`src/rtl/fpu_f2i_converter.sv`:
```
// Iterative IEEE-754 single to int32/uint32 converter.
// One mantissa bit shifted per cycle, then a single round/saturate step.
`timescale 1ns/1ps
module fpu_f2i_converter #(
   parameter int XLEN  = 32,
   parameter int CNT_W = 5
) (
   input  logic            clk,
   input  logic            rst,
   input  logic            in_valid,
   output logic            in_ready,
   input  logic [XLEN-1:0] in_data,
   input  logic            in_round,
   input  logic            in_signed,
   output logic            out_valid,
   input  logic            out_ready,
   output logic [XLEN-1:0] out_data,
   output logic            out_invalid,
   output logic            out_inexact
);

   typedef enum logic [1:0] {
      IDLE,
      SHIFT,
      ROUND,
      DONE
   } state_t;

   state_t state_q, state_d;

   logic [XLEN-1:0]  mag_q, mag_d;
   logic [CNT_W-1:0] cnt_q, cnt_d;
   logic             guard_q, guard_d;
   logic             sticky_q, sticky_d;
   logic             sign_q, sign_d;
   logic             rnd_q, rnd_d;
   logic             sgn_q, sgn_d;
   logic             left_q, left_d;
   logic             nan_q, nan_d;
   logic             ovf_q, ovf_d;
   logic [XLEN-1:0]  od_q, od_d;
   logic             inv_q, inv_d;
   logic             inx_q, inx_d;

   logic [7:0]       exp_w;
   logic [22:0]      frac_w;
   logic [7:0]       shamt;
   logic             inc;
   logic [XLEN:0]    m33;
   logic [XLEN-1:0]  neg;

   assign exp_w  = in_data[30:23];
   assign frac_w = in_data[22:0];

   assign in_ready    = (state_q == IDLE) && !rst;
   assign out_valid   = (state_q == DONE);
   assign out_data    = od_q;
   assign out_invalid = inv_q;
   assign out_inexact = inx_q;

   // Next-state, datapath and result computation
   always_comb begin
      state_d  = state_q;
      mag_d    = mag_q;
      cnt_d    = cnt_q;
      guard_d  = guard_q;
      sticky_d = sticky_q;
      sign_d   = sign_q;
      rnd_d    = rnd_q;
      sgn_d    = sgn_q;
      left_d   = left_q;
      nan_d    = nan_q;
      ovf_d    = ovf_q;
      od_d     = od_q;
      inv_d    = inv_q;
      inx_d    = inx_q;
      shamt    = 8'd0;
      inc      = rnd_q & guard_q & (sticky_q | mag_q[0]);
      m33      = {1'b0, mag_q} + {{XLEN{1'b0}}, inc};
      neg      = ~m33[XLEN-1:0] + 32'd1;

      unique case (state_q)
         IDLE: begin
            if (in_valid && in_ready) begin
               sign_d   = in_data[31];
               rnd_d    = in_round;
               sgn_d    = in_signed;
               mag_d    = {8'b0, 1'b1, frac_w};
               guard_d  = 1'b0;
               sticky_d = 1'b0;
               nan_d    = 1'b0;
               ovf_d    = 1'b0;
               left_d   = 1'b0;
               if (exp_w == 8'd255) begin
                  mag_d = '0;
                  nan_d = (frac_w != 23'd0);
                  ovf_d = (frac_w == 23'd0);
               end else if (exp_w == 8'd0) begin
                  mag_d    = '0;
                  sticky_d = (frac_w != 23'd0);
               end else if (exp_w >= 8'd159) begin
                  mag_d = '0;
                  ovf_d = 1'b1;
               end else if (exp_w >= 8'd150) begin
                  left_d = 1'b1;
                  shamt  = exp_w - 8'd150;
               end else begin
                  shamt = 8'd150 - exp_w;
                  if (shamt > 8'd25) begin
                     shamt = 8'd25;
                  end
               end
               cnt_d   = shamt[CNT_W-1:0];
               state_d = (shamt != 8'd0) ? SHIFT : ROUND;
            end
         end
         SHIFT: begin
            if (left_q) begin
               mag_d = mag_q << 1;
            end else begin
               mag_d    = mag_q >> 1;
               guard_d  = mag_q[0];
               sticky_d = sticky_q | guard_q;
            end
            cnt_d = cnt_q - CNT_W'(1);
            if (cnt_q == CNT_W'(1)) begin
               state_d = ROUND;
            end
         end
         ROUND: begin
            inv_d   = 1'b0;
            inx_d   = guard_q | sticky_q;
            state_d = DONE;
            if (nan_q) begin
               od_d  = sgn_q ? 32'h7FFF_FFFF : 32'hFFFF_FFFF;
               inv_d = 1'b1;
               inx_d = 1'b0;
            end else if (ovf_q) begin
               if (sgn_q) begin
                  od_d = sign_q ? 32'h8000_0000 : 32'h7FFF_FFFF;
               end else begin
                  od_d = sign_q ? 32'h0000_0000 : 32'hFFFF_FFFF;
               end
               inv_d = 1'b1;
               inx_d = 1'b0;
            end else if (sgn_q) begin
               if (!sign_q && m33 > 33'h0_7FFF_FFFF) begin
                  od_d  = 32'h7FFF_FFFF;
                  inv_d = 1'b1;
                  inx_d = 1'b0;
               end else if (sign_q && m33 > 33'h0_8000_0000) begin
                  od_d  = 32'h8000_0000;
                  inv_d = 1'b1;
                  inx_d = 1'b0;
               end else begin
                  od_d = sign_q ? neg : m33[XLEN-1:0];
               end
            end else begin
               if (sign_q && m33 != '0) begin
                  od_d  = '0;
                  inv_d = 1'b1;
                  inx_d = 1'b0;
               end else if (m33[XLEN]) begin
                  od_d  = 32'hFFFF_FFFF;
                  inv_d = 1'b1;
                  inx_d = 1'b0;
               end else begin
                  od_d = m33[XLEN-1:0];
               end
            end
         end
         DONE: begin
            if (out_ready) begin
               state_d = IDLE;
            end
         end
         default: state_d = IDLE;
      endcase
   end

   // State and datapath registers; reset aborts any conversion
   always_ff @(posedge clk) begin
      if (rst) begin
         state_q  <= IDLE;
         mag_q    <= '0;
         cnt_q    <= '0;
         guard_q  <= 1'b0;
         sticky_q <= 1'b0;
         sign_q   <= 1'b0;
         rnd_q    <= 1'b0;
         sgn_q    <= 1'b0;
         left_q   <= 1'b0;
         nan_q    <= 1'b0;
         ovf_q    <= 1'b0;
         od_q     <= '0;
         inv_q    <= 1'b0;
         inx_q    <= 1'b0;
      end else begin
         state_q  <= state_d;
         mag_q    <= mag_d;
         cnt_q    <= cnt_d;
         guard_q  <= guard_d;
         sticky_q <= sticky_d;
         sign_q   <= sign_d;
         rnd_q    <= rnd_d;
         sgn_q    <= sgn_d;
         left_q   <= left_d;
         nan_q    <= nan_d;
         ovf_q    <= ovf_d;
         od_q     <= od_d;
         inv_q    <= inv_d;
         inx_q    <= inx_d;
      end
   end

endmodule

```
`config.mk`:
```
export PLATFORM = sky130hd
export DESIGN_NAME = fpu_f2i_converter
export DESIGN_NICKNAME = d
export VERILOG_FILES = /design/src/rtl/fpu_f2i_converter.sv
export SDC_FILE = /design/constraint.sdc
export NUM_CORES = 1
export LEC_CHECK = 0
export ABC_CLOCK_PERIOD_IN_PS = 10200
export CORE_AREA = 2 2 136 138
export CTS_BUF_LIST = sky130_fd_sc_hd__clkbuf_4
export CTS_CLUSTER_DIAMETER = 30
export DETAILED_ROUTE_END_ITERATION = 8
export DIE_AREA = 0 0 138 140
export PLACE_DENSITY_LB_ADDON = 0.25
export SLEW_MARGIN = 10
export SYNTH_ARGS = -nofsm -noshare
export SYNTH_HDL_FRONTEND = slang
export SYNTH_SLANG_ARGS = --single-unit
```
`constraint.sdc`:
```
create_clock -name clk -period 10.2 [get_ports clk]
set_clock_uncertainty 0.15 [all_clocks]
set_input_delay 1.02 -clock clk [delete_from_list [all_inputs] [get_ports clk]]
set_output_delay 1.02 -clock clk [all_outputs]
set_load 0.1 [all_outputs]
```
==> results.md <==
* Outcome: finished clean
* Number of enable flip-flop cells after synthesis at 0
* Switch share at 57.4%
* Leak at 0.00267 µW
* Pin count of the biggest net entering global routing at 57
* Clock root cell: clkbuf_4
* Grt total ovfl at 0
* Top cells by count, synth: nor2_1, dfxtp_1, nand2_1
* CTS tree: done
* Netlist Area Pre-Place at 7010 µm²
* Crit path time final at 4650 ps
* Ant diodes at 0
* CP Launch Type: flop
* Final Cycle Share at 45.6%
* Synth Instances at 944
* Post-CTS setup buffer count at 0
* H-tree depth at 3
* Cts bufs inserted at 9
* Final #Nets at 1013
* Yosys top cell by area: dfxtp_1
* CTS Buffer Depth at 2
* Fmax at 215 MHz
* Fin. max-slew vios at 0
* Initial antenna violation count at 0
* Port Buffers at 73
* Clk_lat worst skew at 470 ps
* Distinct cells, synth at 81
* Final Setup Violations at 0
* Sequential area share after synthesis at 23.1%
* Layout area overhead at 12.5%
* Io pins at 74
* Syn_area_per_cell at 7.43 µm²
* Wire per inst at 18.6 µm
* Mapped Nets at 1003
* Post-route DRC at 0
* Final HPWL DP at 16.2 mm
* Share of post-route cells with drive strength above 1 at 8.65%
* Critical register-to-register path startpoint: mag_q[0]
* Combinational Power Share at 64.4%
* Design area at 7890 µm²
* Part of the power in the clock network at 8.9%
* Placed Area at 7760 µm²
* Vias in the first global route at 6544
* Peak VDD IR at 0.000208 V
* CP Max Fanout at 24
* Die H at 140 µm
* Pwr/cell area at 272 nW/µm²
* P_int at 914 µW
* Most used flip-flop cell after synthesis: dfxtp_1
* Cell with the most instances after synthesis: nor2_1
* Final hold violation count at 0
* CP required at 10440 ps
* CTS Sinks at 81
* Startpoint of the worst hold path: left_q
* Clock-pin slew on the worst setup and hold paths at 130 ps
* Core area at 17800 µm²
* Seq pwr share at 26.6%
* Worst Setup SP: mag_q[0]
* CP Class: flop to flop
* Hold crit path type: flop to flop
* Total wire length at 22.1 mm
* RSZ-0062 raised after global routing: no
* Post_cts resized at 0
* Max-Cap Viols at 0
* Dominant cells by area after synthesis: dfxtp_1, nor2_1, a21oi_1
* Total power at 2140 µW
* Max-slew headroom at 24.0%
* DIE AREA at 19300 µm²
* Worst setup EP type: flop
* Vias at 7315
* Ys Warns at 0
* TNS Setup at 0 ps
* Drt first pass iters at 5
* Slew of the pin with the lowest slew margin at 1130 ps
* CP arrival at 4900 ps
* Starting Density at 39.4%
* DR vias/cell at 6.16
* Initial drt markers at 755
* Post-Place Cells at 1172
* Ys async rst share at 0%
* First-pass GRT wire length at 35.7 mm
* #FFs+latches synth at 81
* Utilization after layout at 44.3%
* Final Non-Filler Cells at 1188
* Core Rows at 49
* Share of the synthesized area in the top cell type at 23.1%
* Post-route ant nets at 0
* Cts hold-fix bufs at 0
* Final RePlAce weighted congestion at 0.992
* Die W at 138 µm
* Gr usage total at 22.4%
* Switch Pwr at 1230 µW
[flip-flops by register name (all words and copies together), names as in the netlist]
| signal | count |
|---|---|
| state_q | 2 |
| sgn_q | 1 |
| sticky_q | 1 |
| guard_q | 1 |
| out_invalid | 1 |
| left_q | 1 |
| ovf_q | 1 |
| cnt_q | 5 |
| mag_q | 32 |
| out_inexact | 1 |
| sign_q | 1 |
| out_data | 32 |
| nan_q | 1 |
| rnd_q | 1 |
[path summary, 6_finish.rpt]
check                                     to  slack (ps)  cells after the start
worst max-delay path            out_data[28]        5550                     11
worst min-delay path                  left_q         310                      2
worst max register to register  out_data[28]        5550                     11
worst min register to register        left_q         310                      2
[cell type report]
class / instances / area, µm²
Sequential cell: 81 / 1620
Clock buffer: 11 / 82.6
Tap cell: 229 / 287
Inverter: 21 / 78.8
Fill cell: 1835 / 9890
Multi-Input combinational cell: 758 / 4970
Timing Repair Buffer: 83 / 801
Clock inverter: 5 / 46.3
[critical path: stages, from the launching register on]
cell and delay (ps):
dfxtp_1 440, o211a_1 210, ha_1 390, nand4_4 210, or3_1 630, xnor2_1 320
nor4_2 500, and3b_1 250, nand4_1 160, nand3_1 750, or4b_1 500, o31ai_1 70
[cell usage in the layout (no fill, tap or decap), drive strengths merged, types with 34 or more instances in the layout]
| master | Yosys | routed |
|---|---|---|
| nor2 | 90 | 90 |
| dfxtp | 81 | 81 |
| nand2 | 73 | 73 |
| clkdlybuf4s50 | 0 | 72 |
| a21oi | 64 | 64 |
| nor3 | 59 | 59 |
| nand3 | 40 | 40 |
| o21ai | 40 | 40 |
| nor4 | 34 | 34 |
[kinds of logic after synthesis]
logic type | share of synthesized area, %
compound gates | 26.6
xor+xnor | 5.25
fa+ha+maj | 3.75
buf+inv | 6.23
flops | 23.1
mux | 5.00
simple gates | 30.0
[power groups by stage]
stage / Combinational (µW) / Sequential [µW] / Clock [µW]
finish: 1380 / 571 / 192
detailed placement: 1370 / 574 / 0
global placement: 1360 / 571 / 0
floorplan: 742 / 856 / 0
global route: 1470 / 590 / 210
CTS: 1370 / 566 / 198
[routing by layer]
| metal | vias up | wire, µm | part of all wire, % | track usage, % |
|---|---|---|---|---|
| met5 | - | 0 | 0 | 0 |
| met1 | 3413 | 10500 | 47 | 32.2 |
| li1 | 3589 | - | - | - |
| met2 | 277 | 9760 | 44 | 34.1 |
| met4 | 0 | 507 | 2.3 | 7.14 |
| met3 | 36 | 1420 | 6.4 | 3.83 |
[metrics by stage]
stage,worst slack (ps),hold WS (ps)
floorplan,6360,287
global placement,5720,290
detailed placement,5630,298
CTS,5590,314
global route,5190,351
finish,5550,310
(Power assumes the default switching activity.)
